**config.mk**
```make
export PLATFORM = sky130hd
export DESIGN_NAME = ptr_serial_arbiter_flat
export DESIGN_NICKNAME = d
export VERILOG_FILES = /design/src/rtl/cdi_pkg.sv /design/src/rtl/bytestream.sv /design/src/rtl/byte_fifo.sv /design/src/rtl/ptr_serial_arbiter.sv /design/src/flat_wrapper.sv
export SDC_FILE = /design/constraint.sdc
export NUM_CORES = 1
export LEC_CHECK = 0
export ABC_AREA = 1
export CAP_MARGIN = 20
export CORE_MARGIN = 10
export CORE_UTILIZATION = 50
export CTS_CLUSTER_SIZE = 30
export DETAILED_ROUTE_END_ITERATION = 16
export PLACE_DENSITY = 0.65
export SYNTH_ARGS = -nofsm -noshare
export SYNTH_HDL_FRONTEND = slang
export SYNTH_HIERARCHICAL = 1
export SYNTH_SLANG_ARGS = --single-unit
```
**constraint.sdc**
```tcl
create_clock -name clk -period 5.45 [get_ports clk]
set_input_delay 0.8175 -clock clk [delete_from_list [all_inputs] [get_ports clk]]
set_output_delay 0.8175 -clock clk [all_outputs]
set_load 0.01 [all_outputs]
```
**src/rtl/cdi_pkg.sv**
```systemverilog
// Shared constants and types for the CDI serial host link (arbiter and pointing device).
package cdi_pkg;

    localparam int               CDI_CNT_W        = 19;
    localparam logic [18:0]      CDI_TICKS_NORMAL = 19'd250000;
    localparam logic [18:0]      CDI_TICKS_FAST   = 19'd200000;

    typedef enum logic [1:0] {
        ST_IDLE  = 2'd0,
        ST_OWNED = 2'd1,
        ST_FLUSH = 2'd2
    } cdi_state_e;

    // Bytes 10xxxxxx continue a frame; everything else opens one.
    function automatic logic is_continuation(input logic [7:0] b);
        return b[7:6] == 2'b10;
    endfunction

endpackage

```
**src/rtl/bytestream.sv**
```systemverilog
// Single-cycle write strobe with an 8-bit payload.
interface bytestream;
    logic       write;
    logic [7:0] data;

    modport sink   (input  write, input  data);
    modport source (output write, output data);
endinterface

```
**src/rtl/byte_fifo.sv**
```systemverilog
// Byte FIFO with first-word-fall-through head; full push is ignored unless a pop frees a slot.
module byte_fifo #(
    parameter int DEPTH = 8
) (
    input  logic       clk,
    input  logic       reset_n,
    input  logic       clear,
    input  logic       push,
    input  logic       pop,
    input  logic [7:0] din,
    output logic [7:0] head,
    output logic       full,
    output logic       empty
);

    localparam int AW = $clog2(DEPTH);

    logic [7:0]  mem [DEPTH];
    logic [AW-1:0] rd_ptr, wr_ptr;
    logic [AW:0]   count;
    logic          do_push, do_pop;

    assign empty   = (count == '0);
    assign full    = (count == (AW+1)'(DEPTH));
    assign do_pop  = pop && !empty;
    assign do_push = push && (!full || do_pop);
    assign head    = mem[rd_ptr];

    always_ff @(posedge clk) begin
        if (!reset_n || clear) begin
            rd_ptr <= '0;
            wr_ptr <= '0;
            count  <= '0;
        end else begin
            if (do_push) wr_ptr <= wr_ptr + 1'b1;
            if (do_pop)  rd_ptr <= rd_ptr + 1'b1;
            case ({do_push, do_pop})
                2'b10:   count <= count + 1'b1;
                2'b01:   count <= count - 1'b1;
                default: count <= count;
            endcase
        end
    end

    always_ff @(posedge clk) begin
        if (do_push) mem[wr_ptr] <= din;
    end

endmodule

```
**src/rtl/ptr_serial_arbiter.sv**
```systemverilog
// Merges two framed byte streams onto one paced serial link; a granted frame is never interleaved.
module ptr_serial_arbiter
    import cdi_pkg::*;
#(
    parameter int                   FIFO_DEPTH   = 8,
    parameter int                   LOCK_TIMEOUT = 2,
    parameter logic [CDI_CNT_W-1:0] NORMAL_TICKS = CDI_TICKS_NORMAL,
    parameter logic [CDI_CNT_W-1:0] FAST_TICKS   = CDI_TICKS_FAST
) (
    input  logic       clk,
    input  logic       reset_n,
    input  logic       overclock,
    input  logic       rts,
    bytestream.sink    in0,
    bytestream.sink    in1,
    bytestream.source  serial_out,
    output logic [1:0] overflow,
    output logic [1:0] grant
);

    localparam int TO_W = (LOCK_TIMEOUT < 2) ? 1 : $clog2(LOCK_TIMEOUT + 1);

    cdi_state_e           state, state_nxt;
    logic                 owner, owner_nxt;
    logic                 rr_ptr, rr_ptr_nxt;
    logic [TO_W-1:0]      to_cnt, to_nxt, to_inc;
    logic [CDI_CNT_W-1:0] pace_cnt, reload_val;
    logic                 opp;
    logic [1:0]           push, pop, full, empty, cont, elig;
    logic [7:0]           din  [2];
    logic [7:0]           head [2];
    logic                 pick;
    logic                 vld_p0, vld_p1;
    logic [7:0]           data_p0, data_p1;

    assign push    = {in1.write, in0.write} & {2{~rts}};
    assign din[0]  = in0.data;
    assign din[1]  = in1.data;

    byte_fifo #(.DEPTH(FIFO_DEPTH)) u_fifo0 (
        .clk    (clk),
        .reset_n(reset_n),
        .clear  (rts),
        .push   (push[0]),
        .pop    (pop[0]),
        .din    (din[0]),
        .head   (head[0]),
        .full   (full[0]),
        .empty  (empty[0])
    );

    byte_fifo #(.DEPTH(FIFO_DEPTH)) u_fifo1 (
        .clk    (clk),
        .reset_n(reset_n),
        .clear  (rts),
        .push   (push[1]),
        .pop    (pop[1]),
        .din    (din[1]),
        .head   (head[1]),
        .full   (full[1]),
        .empty  (empty[1])
    );

    assign cont[0] = ~empty[0] & is_continuation(head[0]);
    assign cont[1] = ~empty[1] & is_continuation(head[1]);
    assign elig    = ~empty & ~cont;
    assign pick    = (&elig) ? rr_ptr : elig[1];
    assign to_inc  = to_cnt + 1'b1;

    // Period is exactly the tick count: reload happens on the cycle the count would hit zero.
    assign reload_val = overclock ? FAST_TICKS : NORMAL_TICKS;
    assign opp        = (pace_cnt == CDI_CNT_W'(1)) && !rts && (state != ST_FLUSH);

    always_ff @(posedge clk) begin
        if (!reset_n) begin
            pace_cnt <= NORMAL_TICKS;
        end else if (rts || pace_cnt <= CDI_CNT_W'(1)) begin
            pace_cnt <= reload_val;
        end else begin
            pace_cnt <= pace_cnt - 1'b1;
        end
    end

    always_ff @(posedge clk) begin
        if (!reset_n) begin
            state  <= ST_IDLE;
            owner  <= 1'b0;
            rr_ptr <= 1'b0;
            to_cnt <= '0;
        end else begin
            state  <= state_nxt;
            owner  <= owner_nxt;
            rr_ptr <= rr_ptr_nxt;
            to_cnt <= to_nxt;
        end
    end

    always_comb begin
        state_nxt  = state;
        owner_nxt  = owner;
        rr_ptr_nxt = rr_ptr;
        to_nxt     = to_cnt;
        pop        = 2'b00;
        vld_p0     = 1'b0;
        data_p0    = 8'h00;
        if (rts) begin
            state_nxt = ST_FLUSH;
            to_nxt    = '0;
        end else begin
            case (state)
                ST_FLUSH: state_nxt = ST_IDLE;
                ST_IDLE: begin
                    if (opp) begin
                        // Orphans are dropped in the same opportunity a frame start may be granted.
                        pop = cont;
                        if (elig != 2'b00) begin
                            pop[pick]  = 1'b1;
                            vld_p0     = 1'b1;
                            data_p0    = head[pick];
                            owner_nxt  = pick;
                            rr_ptr_nxt = ~pick;
                            to_nxt     = '0;
                            state_nxt  = ST_OWNED;
                        end
                    end
                end
                ST_OWNED: begin
                    if (opp) begin
                        if (cont[owner]) begin
                            pop[owner] = 1'b1;
                            vld_p0     = 1'b1;
                            data_p0    = head[owner];
                            to_nxt     = '0;
                        end else if (!empty[owner]) begin
                            state_nxt = ST_IDLE;
                            to_nxt    = '0;
                        end else if (push[owner]) begin
                            to_nxt = '0;
                        end else if (to_inc >= TO_W'(LOCK_TIMEOUT)) begin
                            state_nxt = ST_IDLE;
                            to_nxt    = '0;
                        end else begin
                            to_nxt = to_inc;
                        end
                    end else if (push[owner]) begin
                        to_nxt = '0;
                    end
                end
                default: state_nxt = ST_IDLE;
            endcase
        end
    end

    always_ff @(posedge clk) begin
        if (!reset_n) begin
            overflow <= 2'b00;
        end else begin
            overflow <= overflow | (push & full & ~pop);
        end
    end

    // p0 -> p1: registered output strobe
    always_ff @(posedge clk) begin
        if (!reset_n) begin
            vld_p1  <= 1'b0;
            data_p1 <= 8'h00;
        end else begin
            vld_p1 <= vld_p0;
            if (vld_p0) data_p1 <= data_p0;
        end
    end

    assign serial_out.write = vld_p1;
    assign serial_out.data  = data_p1;
    assign grant = (state == ST_OWNED) ? (owner ? 2'b10 : 2'b01) : 2'b00;

endmodule
```
**src/flat_wrapper.sv**
```systemverilog
// flat-port wrapper written by rule: the top's interface ports become plain ports
module ptr_serial_arbiter_flat import cdi_pkg::*;
#(
    parameter int                   FIFO_DEPTH   = 8,
    parameter int                   LOCK_TIMEOUT = 2,
    parameter logic [CDI_CNT_W-1:0] NORMAL_TICKS = CDI_TICKS_NORMAL,
    parameter logic [CDI_CNT_W-1:0] FAST_TICKS   = CDI_TICKS_FAST
)
  (clk, reset_n, overclock, rts, overflow, grant, in0_write, in0_data, in1_write, in1_data, serial_out_write, serial_out_data);
  bytestream in0_i ();
  bytestream in1_i ();
  bytestream serial_out_i ();
  input  logic clk;
  input  logic reset_n;
  input  logic overclock;
  input  logic rts;
  output logic [1:0] overflow;
  output logic [1:0] grant;
  input wire logic [$bits(in0_i.write)-1:0] in0_write;
  input wire logic [$bits(in0_i.data)-1:0] in0_data;
  input wire logic [$bits(in1_i.write)-1:0] in1_write;
  input wire logic [$bits(in1_i.data)-1:0] in1_data;
  output wire logic [$bits(serial_out_i.write)-1:0] serial_out_write;
  output wire logic [$bits(serial_out_i.data)-1:0] serial_out_data;
  assign in0_i.write = in0_write;
  assign in0_i.data = in0_data;
  assign in1_i.write = in1_write;
  assign in1_i.data = in1_data;
  assign serial_out_write = serial_out_i.write;
  assign serial_out_data = serial_out_i.data;
  ptr_serial_arbiter #(.FIFO_DEPTH(FIFO_DEPTH), .LOCK_TIMEOUT(LOCK_TIMEOUT), .NORMAL_TICKS(NORMAL_TICKS), .FAST_TICKS(FAST_TICKS)) u_core (.clk(clk), .reset_n(reset_n), .overclock(overclock), .rts(rts), .in0(in0_i), .in1(in1_i), .serial_out(serial_out_i), .overflow(overflow), .grant(grant));
endmodule
```
==> run summary, run 1 <==
The number of nets handed over by synthesis was 896. The slew at the pin closest to its max-slew limit came out at 1.03 ns. The post-synthesis area per instance is 10.0 um2. The total of warnings raised by yosys came out at 6. The type of destination of the critical path is a register. The critical path is of the reg2reg type. The count of final max-slew check failures came out at 0.

The I/O pin count came out at 35. The total of endpoints with negative setup slack in the final report came out at 0. The sum of routed wire length over all layers is 18500 um. The die height is 151 um. The floorplan has 47 rows. The run finished with clean final reports.

The placed instance area came out at 9090 um2. In this run, post-CTS hold repair placed 0 buffers. In the post-synthesis netlist, the biggest area contributors are sky130_fd_sc_hd__edfxtp_1 (45%), sky130_fd_sc_hd__dfxtp_1 (14%), sky130_fd_sc_hd__nand2_1 (7.3%). The worst-case vdd ir drop is 0.000260 V.

The compound-cell area share of the yosys netlist is 7.87%. Headroom to the max-slew limit came out at 31.3%. The initial cell density of the core is 51.5%. The number of DRC violations after detailed-routing iteration 0 came out at 505. The library cell used most frequently in the layout, excluding fill and tap cells, is sky130_fd_sc_hd__nand2_1. Broken down by cell family, the worst path's largest delay share belongs to simple AND/OR/NAND/NOR gates. The synthesized area is 8610 um2. The share of the Yosys chip area taken by registers is 59.1%. The library cells used most frequently in the layout, excluding fill and tap cells, are sky130_fd_sc_hd__nand2_1 (168), sky130_fd_sc_hd__nor2_1 (128), sky130_fd_sc_hd__edfxtp_1 (128). The maximum net fanout on the critical path came out at 21. The setup check on the worst reg-to-reg path leaves a slack of 1.33 ns. The most repeated library cell on the critical path is sky130_fd_sc_hd__nand2_1. During placement, the flow inserted port buffers numbering 34. By area, the combinational part of the netlist is dominated by simple AND/OR/NAND/NOR gates. The share of async-settable or async-resettable flops after synthesis came out at 0%.

The fraction of layout instances using a drive strength above 1 is 10.0%. The parity-gate share of the synthesized area counting xor and xnor cells is 1.32%. For the finished layout, the period the worst path requires is 4.12 ns.

The min-delay analysis places its worst path in the category reg2reg. The critical path buffer and inverter count came out at 5. After detailed routing, the number of remaining DRC violations is 0. The final net count is 931.

The share of the clock period used by the worst path is 75.6%. The critical path goes through inv_4 > nor2_1 > o22ai_1 > nand2_1 > nand2_1 > inv_1 > nand2_1 > nand3b_1 > nand2_1 > nor2_2 > inv_1 > nand2_1 > and2_1 > inv_1 > nand4_1 > nand2_2 > nor2_1 > inv_1 > nor2_1. The maximum level of the CTS H-tree is 4. The flip-flop and latch count after synthesis is 190. The mux contribution to synthesized area is 3.72%. Clock tree synthesis selected as its root buffer the cell sky130_fd_sc_hd__clkbuf_16.

The core region is 16700 um2. The TritonCTS buffer count is 17. Synthesis produced a netlist whose cell count is 861. The number of global-route vias before repair is 5759.

The final weighted congestion of routability-driven global placement came out at 0.898. The post-cts sizing count came out at 0. The layout overhead on the synthesized area is 12.6%. The final number of hold-violating endpoints came to 0.

The total half-perimeter wirelength after legalization and detailed placement is 13500 um. Of all cell types, the one taking the most synthesized area is sky130_fd_sc_hd__edfxtp_1. The arrival time at the worst endpoint is 4.18 ns. In the final routed layout, each cell accounts on average for 16.4 um. The delay of the slowest cell on the worst path is 1.00 ns. After routing, the total negative slack on setup checks comes to 0 ns.

The fmax is 243 MHz. The power density over the cells is 308 nW/um2. The total non-filler cell area in the finished layout is 9690 um2. The maximum number of pins on one net before global-route repair came out at 33. The tool flagged a number of max-cap violations equal to 0. The static leakage came out at 3.66 nW. The number of enable-type register cells in the synthesized netlist is 128.

The first-pass GRT wire length came out at 29600 um. The share of the synthesized area in the top cell type came out at 44.7%. 0 antenna diodes ended up in the layout. The first-pass iteration count of the detailed router came out at 5. After Yosys synthesis, full adders, half adders and majority gates account for 2.06% of the synthesized area. The die outline area came out at 22900 um2. Data on the critical path is required at its endpoint by 5.51 ns. The simple-gate area share of the yosys netlist is 20.1%. The clock sink count is 190.

TritonCTS built the clock tree. The total global routing overflow is 0. The leading register cell type out of synthesis is sky130_fd_sc_hd__edfxtp_1. The final route contains 5932 vias. The number of library cell types mapped by synthesis came out at 40. Between clock sinks in the finished design, the worst skew comes to 0.00827 ns. For this run, the total global-route usage over all layers was measured as 16.8%. The number of antenna violations at the first check in global routing came to 0.

The cell with the largest stage delay on the worst path is sky130_fd_sc_hd__dfxtp_1. The clock network latency to the later pin of the worst-skew pair is 0.43 ns. The clock transition at the register clock pins on the worst setup and hold paths after CTS came out at 0.06 ns. The maximum buffer depth of the clock tree is 2.

The detail route stage leaves a number of antenna-violating nets equal to 0. The critical path startpoint category is a register. Setup repair after global routing left no endpoint under its margin. In the routed layout, each cell is associated on average with a via count of 5.25.

The buffer count from post-CTS setup fixing came out at 0. The die span in x came out at 151 um.
==> stage by stage <==
step	hold WS (ns)	worst slack (ns)	util [%]	std cells	total power, mW
after floorplan	0.430	2.56	-	861	1.70
after global routing	0.483	0.781	58.0	1129	3.09
after detailed placement	0.442	1.38	54.4	1097	1.77
after CTS	0.459	1.35	58.0	1129	3.01
final	0.454	1.33	58.0	1129	2.98
after global placement	0.444	1.46	54.4	1097	1.77
==> state kept, by name (all words and copies together) (netlist names), 3 cells and up, named ones only <==
name	flops
u_core/u_fifo1/count	4
u_core/u_fifo0/mem	64
u_core/u_fifo0/wr_ptr	3
u_core/u_fifo1/wr_ptr	3
u_core/u_fifo1/mem	64
u_core/serial_out.data	8
u_core/u_fifo0/count	4
u_core/u_fifo1/rd_ptr	3
u_core/pace_cnt	19
u_core/u_fifo0/rd_ptr	3
==> routing by layer <==
metal / vias up / part of all wire [%] / track usage, %
met3: 14 / 5.4 / 4.00
met5: - / 0 / 0
met2: 160 / 49 / 27.5
li1: 2956 / - / -
met4: 0 / 1.1 / 4.38
met1: 2802 / 45 / 21.9
==> cell type report <==
| type | count | area (um2) |
|---|---|---|
| Clock inverter | 13 | 163 |
| Clock buffer | 19 | 433 |
| Fill cell | 1419 | 7010 |
| Timing Repair Buffer | 37 | 363 |
| Sequential cell | 190 | 5080 |
| Multi-Input combinational cell | 559 | 3020 |
| Tap cell | 220 | 275 |
| Inverter | 91 | 349 |
==> where the power goes <==
part | total, mW | internal (mW) | switching [mW]
Clock | 1.24 | 0.725 | 0.517
Sequential | 1.57 | 1.56 | 0.0149
Combinational | 0.167 | 0.0555 | 0.111
==> path summary, 6_finish.rpt <==
kind,startpoint,endpoint,cells past startpoint
setup / recovery,register,u_core/u_fifo1/mem[1][0],19
hold reg to reg,u_core/overflow[0],u_core/overflow[0],2
setup reg to reg,register,u_core/u_fifo1/mem[1][0],19
hold / removal,u_core/overflow[0],u_core/overflow[0],2
==> cells in the mapped netlist, types with 3 or more instances <==
library cell / instances
sky130_fd_sc_hd__nand2_4: 6
sky130_fd_sc_hd__dfxtp_1: 62
sky130_fd_sc_hd__nand2_1: 168
sky130_fd_sc_hd__nand3_1: 26
sky130_fd_sc_hd__o21ai_1: 22
sky130_fd_sc_hd__a21oi_1: 26
sky130_fd_sc_hd__nand2_2: 13
sky130_fd_sc_hd__buf_2: 5
sky130_fd_sc_hd__buf_4: 6
sky130_fd_sc_hd__a21oi_2: 4
sky130_fd_sc_hd__nand3_2: 4
sky130_fd_sc_hd__xor2_1: 9
sky130_fd_sc_hd__nor2_4: 7
sky130_fd_sc_hd__clkbuf_1: 4
sky130_fd_sc_hd__edfxtp_1: 128
sky130_fd_sc_hd__o21ai_0: 34
sky130_fd_sc_hd__buf_6: 6
sky130_fd_sc_hd__nor2_2: 9
sky130_fd_sc_hd__inv_1: 82
sky130_fd_sc_hd__inv_2: 6
sky130_fd_sc_hd__ha_1: 11
sky130_fd_sc_hd__inv_4: 3
sky130_fd_sc_hd__mux2i_1: 32
sky130_fd_sc_hd__nand4_1: 5
sky130_fd_sc_hd__o22ai_1: 32
sky130_fd_sc_hd__nor2_1: 128
sky130_fd_sc_hd__xnor2_1: 4
==> logic make-up (layout without fill, tap and decap cells) <==
kind of cell	count (synthesis)	count (layout)
fa+ha+maj	13	13
flops	190	190
mux	32	32
compound gates	122	122
buf+inv	112	160
simple gates	379	379
xor+xnor	13	13
==> worst min-delay path, cell delays in order (launching register included) <==
cell                      delay [ns]
sky130_fd_sc_hd__dfxtp_1        0.31
sky130_fd_sc_hd__inv_1          0.05
sky130_fd_sc_hd__a21oi_1        0.05
Power figures use the tool's default switching activity.
==> inputs of run 2 (changes only) <==
--- a/config.mk
+++ b/config.mk
@@ -11,7 +11,7 @@
 export CORE_UTILIZATION = 50
 export CTS_CLUSTER_SIZE = 30
 export DETAILED_ROUTE_END_ITERATION = 16
-export PLACE_DENSITY = 0.65
+export PLACE_DENSITY = 0.67
 export SYNTH_ARGS = -nofsm -noshare
 export SYNTH_HDL_FRONTEND = slang
 export SYNTH_HIERARCHICAL = 1
==> constraint.sdc (replaced) <==
create_clock -name clk -period 3.7 [get_ports clk]
set_input_delay 0.555 -clock clk [delete_from_list [all_inputs] [get_ports clk]]
set_output_delay 0.555 -clock clk [all_outputs]
set_load 0.01 [all_outputs]
==> run summary, run 2 (same netlist as run 1, synthesis figures left out) <==
The flow ran to the end, and the final reports show no timing, DRC or antenna violations. The core box area is 16700 um2 (unchanged). Leaving out fill and tap cells, the most frequent cell in the layout is sky130_fd_sc_hd__nand2_1. The sum of routed wire length over all layers is 17000 um (-8.0%). The global-route usage over all layers came out at 15.5% (-1.3 points).

The die height came to 151 um (unchanged). The clock transition at the register clock pins on the worst setup and hold paths after CTS is 0.07 ns (about the same). The post-route minimum period was 3.33 ns (-0.789 ns). The most numerous cell type found on the critical path is sky130_fd_sc_hd__nand2_1. The fmax came to 300 MHz (+24%). The required time reported for the critical path endpoint came out at 4.02 ns (-1.49 ns). The TritonCTS buffer count came out at 17 (unchanged). The power density over the cells came out at 443 nW/um2 (+44%).

The critical path is of the reg2reg type. The post-detailed-route DRC marker count is 0 (unchanged). The final hold slack is 0.458 ns (+0.00314 ns). The first-pass iteration count of the detailed router came out at 5 (unchanged).

The count of final max-slew check failures came to 0 (unchanged). CTS placed an instance of sky130_fd_sc_hd__clkbuf_16 at the clock tree root. The maximum net fanout on the critical path is 21 (unchanged).

The first-pass GRT wire length came to 27700 um (-6.5%). The placement row count was 47 (unchanged). The arrival time at the worst endpoint is 3.66 ns (-0.52 ns). Setup repair after global routing left no endpoint under its margin. The headroom to the max-slew limit came to 70.8% (+40 points). The signal on the critical path passes through buf_4 > o22ai_1 > nand2_1 > nand2_1 > inv_1 > nand2_1 > nand3b_1 > nand2_1 > nor2_2 > inv_1 > nand2_1 > and2_1 > nand3_2 > inv_1 > ha_1 > a21oi_1 > nand3_1 > nand2_2 > nand3_1 > nand2_1 > nor2_1.

The buffer count from post-CTS setup fixing is 0 (unchanged). The die outline area was 22900 um2 (unchanged). The class of the most critical hold timing path is reg2reg. The largest individual stage delay along the critical path comes from the cell sky130_fd_sc_hd__dfxtp_1. The total global routing overflow is 0 (unchanged). The final number of hold-violating endpoints is 0 (unchanged).

The maximum level of the CTS H-tree came out at 4 (unchanged). The final net count came out at 956 (+2.7%). The initial cell density of the core is 51.5% (unchanged). The count of max-cap constraint violations is 0 (unchanged).

The number of DRC violations after detailed-routing iteration 0 came to 444 (-12%). STA classifies the critical path startpoint as a register. STA classifies the critical path endpoint as a register. The total half-perimeter wirelength after legalization and detailed placement is 12100 um (-10%). The die span in x is 151 um (unchanged). In this run the most critical hold path is launched from u_core/overflow[1]. The worst clock skew is 0.0106 ns (+0.00238 ns).

The number of antenna violations at the first check in global routing came out at 0 (unchanged). In the final layout, the registers with the most flip-flops are u_core/u_fifo0/mem: 64 flops, u_core/u_fifo1/mem: 64 flops, u_core/pace_cnt: 19 flops. The total of endpoints with negative setup slack in the final report is 0 (unchanged).

The clock network latency to the later pin of the worst-skew pair came out at 0.43 ns (about the same). The maximum number of pins on one net before global-route repair came out at 22 (-33%). In the layout the commonest cells are sky130_fd_sc_hd__nand2_1 (168), sky130_fd_sc_hd__nor2_1 (128), sky130_fd_sc_hd__edfxtp_1 (128).

The final standard cell count with taps included and fillers excluded is 1154 (+2.2%). The fraction of layout instances using a drive strength above 1 came out at 12.1% (+2.1 points). The total number of vias came out at 5949 (+0.29%). The clock sink count is 190 (unchanged). The layout overhead on the synthesized area came out at 14.7%.

The number of global-route vias before repair is 5590 (-2.9%). The number of nets still failing antenna checks after routing was 0 (unchanged). The final weighted congestion of routability-driven global placement came out at 0.866 (-3.7%).

The static leakage was 3.79 nW (+3.5%). The total instance count after detailed placement is 1122 (+2.3%). The count of antenna diodes in the layout was 0 (unchanged). The wire length per cell is 14.7 um (-10%). TritonCTS built the clock tree. The share of the clock period used by the worst path is 90.1% (+14 points). The slew at the pin closest to its max-slew limit is 0.436 ns (-0.593 ns). The I/O pin count came out at 35 (unchanged). The maximum buffer depth of the clock tree came out at 2 (unchanged). The count of port buffers added during placement is 34 (unchanged). The setup TNS is 0 ns (unchanged). The worst-case vdd ir drop came to 0.000317 V (+22%).

The average via count per standard cell is 5.16 (-1.9%). The delay of the slowest cell on the worst path is 0.54 ns (-0.46 ns).
## run 2: cell count changes in the layout (fill, tap and decap cells not counted), sizes merged
cell,change
buf,+25
inv,-3
clkbuf,+2
clkinv,+2
clkinvlp,-1
## run 2: what timing repair did
action                                  in CTS  in global routing
resized for setup                            0                  1
endpoints found under the setup margin       0                  1
hold buffers                                 0                  0
## run 2: cell type report
class | count | area, um2
repair buffers | 62 | 551
clock buffers | 21 | 450
fillers | 1439 | 6830
clock inverters | 11 | 139
well taps | 220 | 275
flip-flops and latches | 190 | 5090
multi-input cells | 559 | 3020
inverters | 91 | 349
## run 2: critical path, delay by kind of cell (launching register included)
kind,cells,cell delay (ns)
AO/OA/AOI/OAI,2,0.32
adder cells (fa/ha/maj),1,0.27
buffers and inverters,4,0.59
flip-flops,1,0.54
AND/OR/NAND/NOR,14,1.49
## run 2: metal layers
layer / GRT usage, % / wire [um]
met3: 3.43 / 810
met4: 5.73 / 220
met2: 24.9 / 8050
met5: 0 / 0
met1: 20.1 / 7900
## run 2: final timing paths
path | cells after the start | end | slack, ns
hold / removal | 2 | u_core/overflow[1] | 0.46
hold reg to reg | 2 | u_core/overflow[1] | 0.46
setup reg to reg | 21 | u_core/u_fifo1/count[3] | 0.37
setup / recovery | 21 | u_core/u_fifo1/count[3] | 0.37
## run 2: stage by stage
step	power [mW]	util (%)	worst slack, ns	cell area, um2
after floorplan	2.51	-	0.807	8610
after global placement	2.60	55.6	0.487	9280
final	4.37	59.1	0.368	9870
after CTS	4.42	59.1	0.334	9870
after global routing	4.54	59.1	0.0406	9870
after detailed placement	2.60	55.6	0.345	9280
## run 2: where the power goes
group / internal [mW] / switching, mW / total, mW
clock network: 1.08 / 0.742 / 1.82
logic: 0.0862 / 0.154 / 0.240
registers: 2.29 / 0.0217 / 2.31
total: 3.46 / 0.918 / 4.37
==> inputs of run 3 (changes only) <==
--- a/config.mk
+++ b/config.mk
@@ -12,6 +12,7 @@
 export CTS_CLUSTER_SIZE = 30
 export DETAILED_ROUTE_END_ITERATION = 16
 export PLACE_DENSITY = 0.67
+export RECOVER_POWER = 25
 export SYNTH_ARGS = -nofsm -noshare
 export SYNTH_HDL_FRONTEND = slang
 export SYNTH_HIERARCHICAL = 1
==> run summary, run 3 (same netlist as run 1, synthesis figures left out) <==
The worst-case vdd ir drop is 0.000318 V (about the same). The switching share of total power came to 21.0% (about the same). The final hold slack is 0.458 ns (unchanged).

The total instance count after detailed placement came out at 1122 (unchanged). The fmax came out at 301 MHz (+0.30%). The required time reported for the critical path endpoint was 4.02 ns (about the same). The internal portion of total power is 3.45 mW (about the same). The number of nets still failing antenna checks after routing is 0 (unchanged). The slack of the worst reg-to-reg path came to 0.38 ns (about the same). The post-route minimum period came out at 3.32 ns (-0.0101 ns).

The clock transition at the register clock pins on the worst setup and hold paths after CTS came to 0.07 ns (about the same). The I/O pin count came to 35 (unchanged). The number of DRC violations after detailed-routing iteration 0 is 432 (-2.7%). The count of port buffers added during placement was 34 (unchanged). The count of max-cap constraint violations is 0 (unchanged).

The maximum number of pins on one net before global-route repair came out at 22 (unchanged). The wire length per cell came out at 14.7 um (-0.18%). The clock network latency to the later pin of the worst-skew pair came out at 0.43 ns (about the same).

The maximum buffer depth of the clock tree was 2 (unchanged). The initial cell density of the core is 51.5% (unchanged). The count of final max-slew check failures came to 0 (unchanged).

The post-detailed-route DRC marker count came out at 0 (unchanged). The arrival time at the worst endpoint is 3.65 ns (about the same). The worst setup path is launched from a register. The final weighted congestion of routability-driven global placement is 0.866 (unchanged). The total number of vias came out at 5938 (-0.18%). TritonCTS built the clock tree.

The layout overhead on the synthesized area was 14.7% (unchanged). The total of endpoints with negative setup slack in the final report came out at 0 (unchanged). The buffer count from post-CTS setup fixing is 0 (unchanged). The count of antenna diodes in the layout was 0 (unchanged). The die outline area came out at 22900 um2 (unchanged). The average via count per standard cell came out at 5.15 (-0.18%).

The final standard cell count with taps included and fillers excluded is 1154 (unchanged). The first-pass GRT wire length is 27700 um (unchanged). The global-route usage over all layers is 15.5% (unchanged).

The worst setup path is captured at a register. The placement row count is 47 (unchanged). The proportion of power drawn by combinational gates is 5.4% (about the same). The fraction of layout instances using a drive strength above 1 came out at 12.1% (unchanged). The die height is 151 um (unchanged). The core box area is 16700 um2 (unchanged). The number of global-route vias before repair came to 5590 (unchanged). The share of the clock period used by the worst path is 89.8% (-0.27 points). The fraction of power consumed by sequential logic came out at 53.0% (about the same).

The TritonCTS buffer count is 17 (unchanged). The number of buffers inserted by hold repair at cts came out at 0 (unchanged). The run finished with clean final reports. The power density over the cells came out at 443 nW/um2 (about the same). The total half-perimeter wirelength after legalization and detailed placement was 12100 um (unchanged).

The die span in x came to 151 um (unchanged). The headroom to the max-slew limit came out at 70.8% (unchanged). The static leakage is 3.79 nW (about the same).

The maximum net fanout on the critical path came out at 21 (unchanged). The switching power came to 0.918 mW (about the same). The final number of hold-violating endpoints came to 0 (unchanged). Leaving out fill and tap cells, the most frequent cell in the layout is sky130_fd_sc_hd__nand2_1. The maximum level of the CTS H-tree is 4 (unchanged). The setup TNS came out at 0 ns (unchanged). In the final layout, the registers with the most flip-flops are u_core/u_fifo0/mem: 64 flops, u_core/u_fifo1/mem: 64 flops, u_core/pace_cnt: 19 flops. The first-pass iteration count of the detailed router is 7 (+2). The number of antenna violations at the first check in global routing came to 0 (unchanged). The total global routing overflow came to 0 (unchanged).

The final net count is 956 (unchanged). The setup path with the least slack is of type reg2reg. The clock group share of total power came out at 41.6% (about the same). CTS placed an instance of sky130_fd_sc_hd__clkbuf_16 at the clock tree root.

In the layout the commonest cells are sky130_fd_sc_hd__nand2_1 (168), sky130_fd_sc_hd__nor2_1 (128), sky130_fd_sc_hd__edfxtp_1 (128). The class of the most critical hold timing path is reg2reg. The clock sink count came out at 190 (unchanged).

The slew at the pin closest to its max-slew limit came out at 0.436 ns (unchanged). The worst clock skew came out at 0.0107 ns (+0.0000614 ns). The post-cts sizing count was 0 (unchanged). The sum of routed wire length over all layers came out at 17000 um (-0.18%). Setup repair after global routing left no endpoint under its margin.
run 3: final timing paths:
path | from | endpoint | cells past startpoint
max | register | u_core/u_fifo1/count[3] | 21
min | u_core/overflow[1] | u_core/overflow[1] | 2
max reg2reg | register | u_core/u_fifo1/count[3] | 21
min reg2reg | u_core/overflow[1] | u_core/overflow[1] | 2
run 3: layer usage:
metal / up-vias / wire length [um] / global-route usage [%]
met3: 16 / 781 / 3.43
met2: 109 / 8030 / 24.9
met4: 0 / 240 / 5.73
li1: 3018 / - / -
met1: 2795 / 7890 / 20.1
met5: - / 0 / 0
run 3: metrics by stage:
stage | utilization (%) | setup WS [ns] | power (mW) | cell area [um2]
floorplan | - | 0.807 | 2.51 | 8610
global placement | 55.6 | 0.487 | 2.60 | 9280
detailed placement | 55.6 | 0.345 | 2.60 | 9280
CTS | 59.1 | 0.334 | 4.42 | 9870
global route | 59.1 | 0.0406 | 4.54 | 9870
finish | 59.1 | 0.378 | 4.37 | 9870
run 3: worst max-delay path, stage by stage, from the launching register on:
cell	delay [ns]
sky130_fd_sc_hd__dfxtp_1	0.53
sky130_fd_sc_hd__buf_4	0.31
sky130_fd_sc_hd__o22ai_1	0.11
sky130_fd_sc_hd__nand2_1	0.06
sky130_fd_sc_hd__nand2_1	0.07
sky130_fd_sc_hd__inv_1	0.06
sky130_fd_sc_hd__nand2_1	0.09
sky130_fd_sc_hd__nand3b_1	0.10
sky130_fd_sc_hd__nand2_1	0.09
sky130_fd_sc_hd__nor2_2	0.25
sky130_fd_sc_hd__inv_1	0.09
sky130_fd_sc_hd__nand2_1	0.08
sky130_fd_sc_hd__and2_1	0.22
sky130_fd_sc_hd__nand3_2	0.18
sky130_fd_sc_hd__inv_1	0.12
sky130_fd_sc_hd__ha_1	0.27
sky130_fd_sc_hd__a21oi_1	0.21
sky130_fd_sc_hd__nand3_1	0.11
sky130_fd_sc_hd__nand2_2	0.09
sky130_fd_sc_hd__nand3_1	0.06
sky130_fd_sc_hd__nand2_1	0.06
sky130_fd_sc_hd__nor2_1	0.03
run 3: layout make-up:
class / count / area, um2
Clock buffer: 21 / 450
Clock inverter: 11 / 139
Fill cell: 1439 / 6830
Inverter: 91 / 349
Multi-Input combinational cell: 559 / 3020
Sequential cell: 190 / 5090
Tap cell: 220 / 275
Timing Repair Buffer: 62 / 551
run 3: power by group through the flow:
stage                     Clock, mW  Combinational [mW]  Sequential [mW]
after global placement            0               0.238             2.36
after CTS                      1.86               0.242             2.31
after global routing           1.95               0.273             2.32
final                          1.82               0.238             2.31
after floorplan                   0               0.155             2.36
after detailed placement          0               0.241             2.36
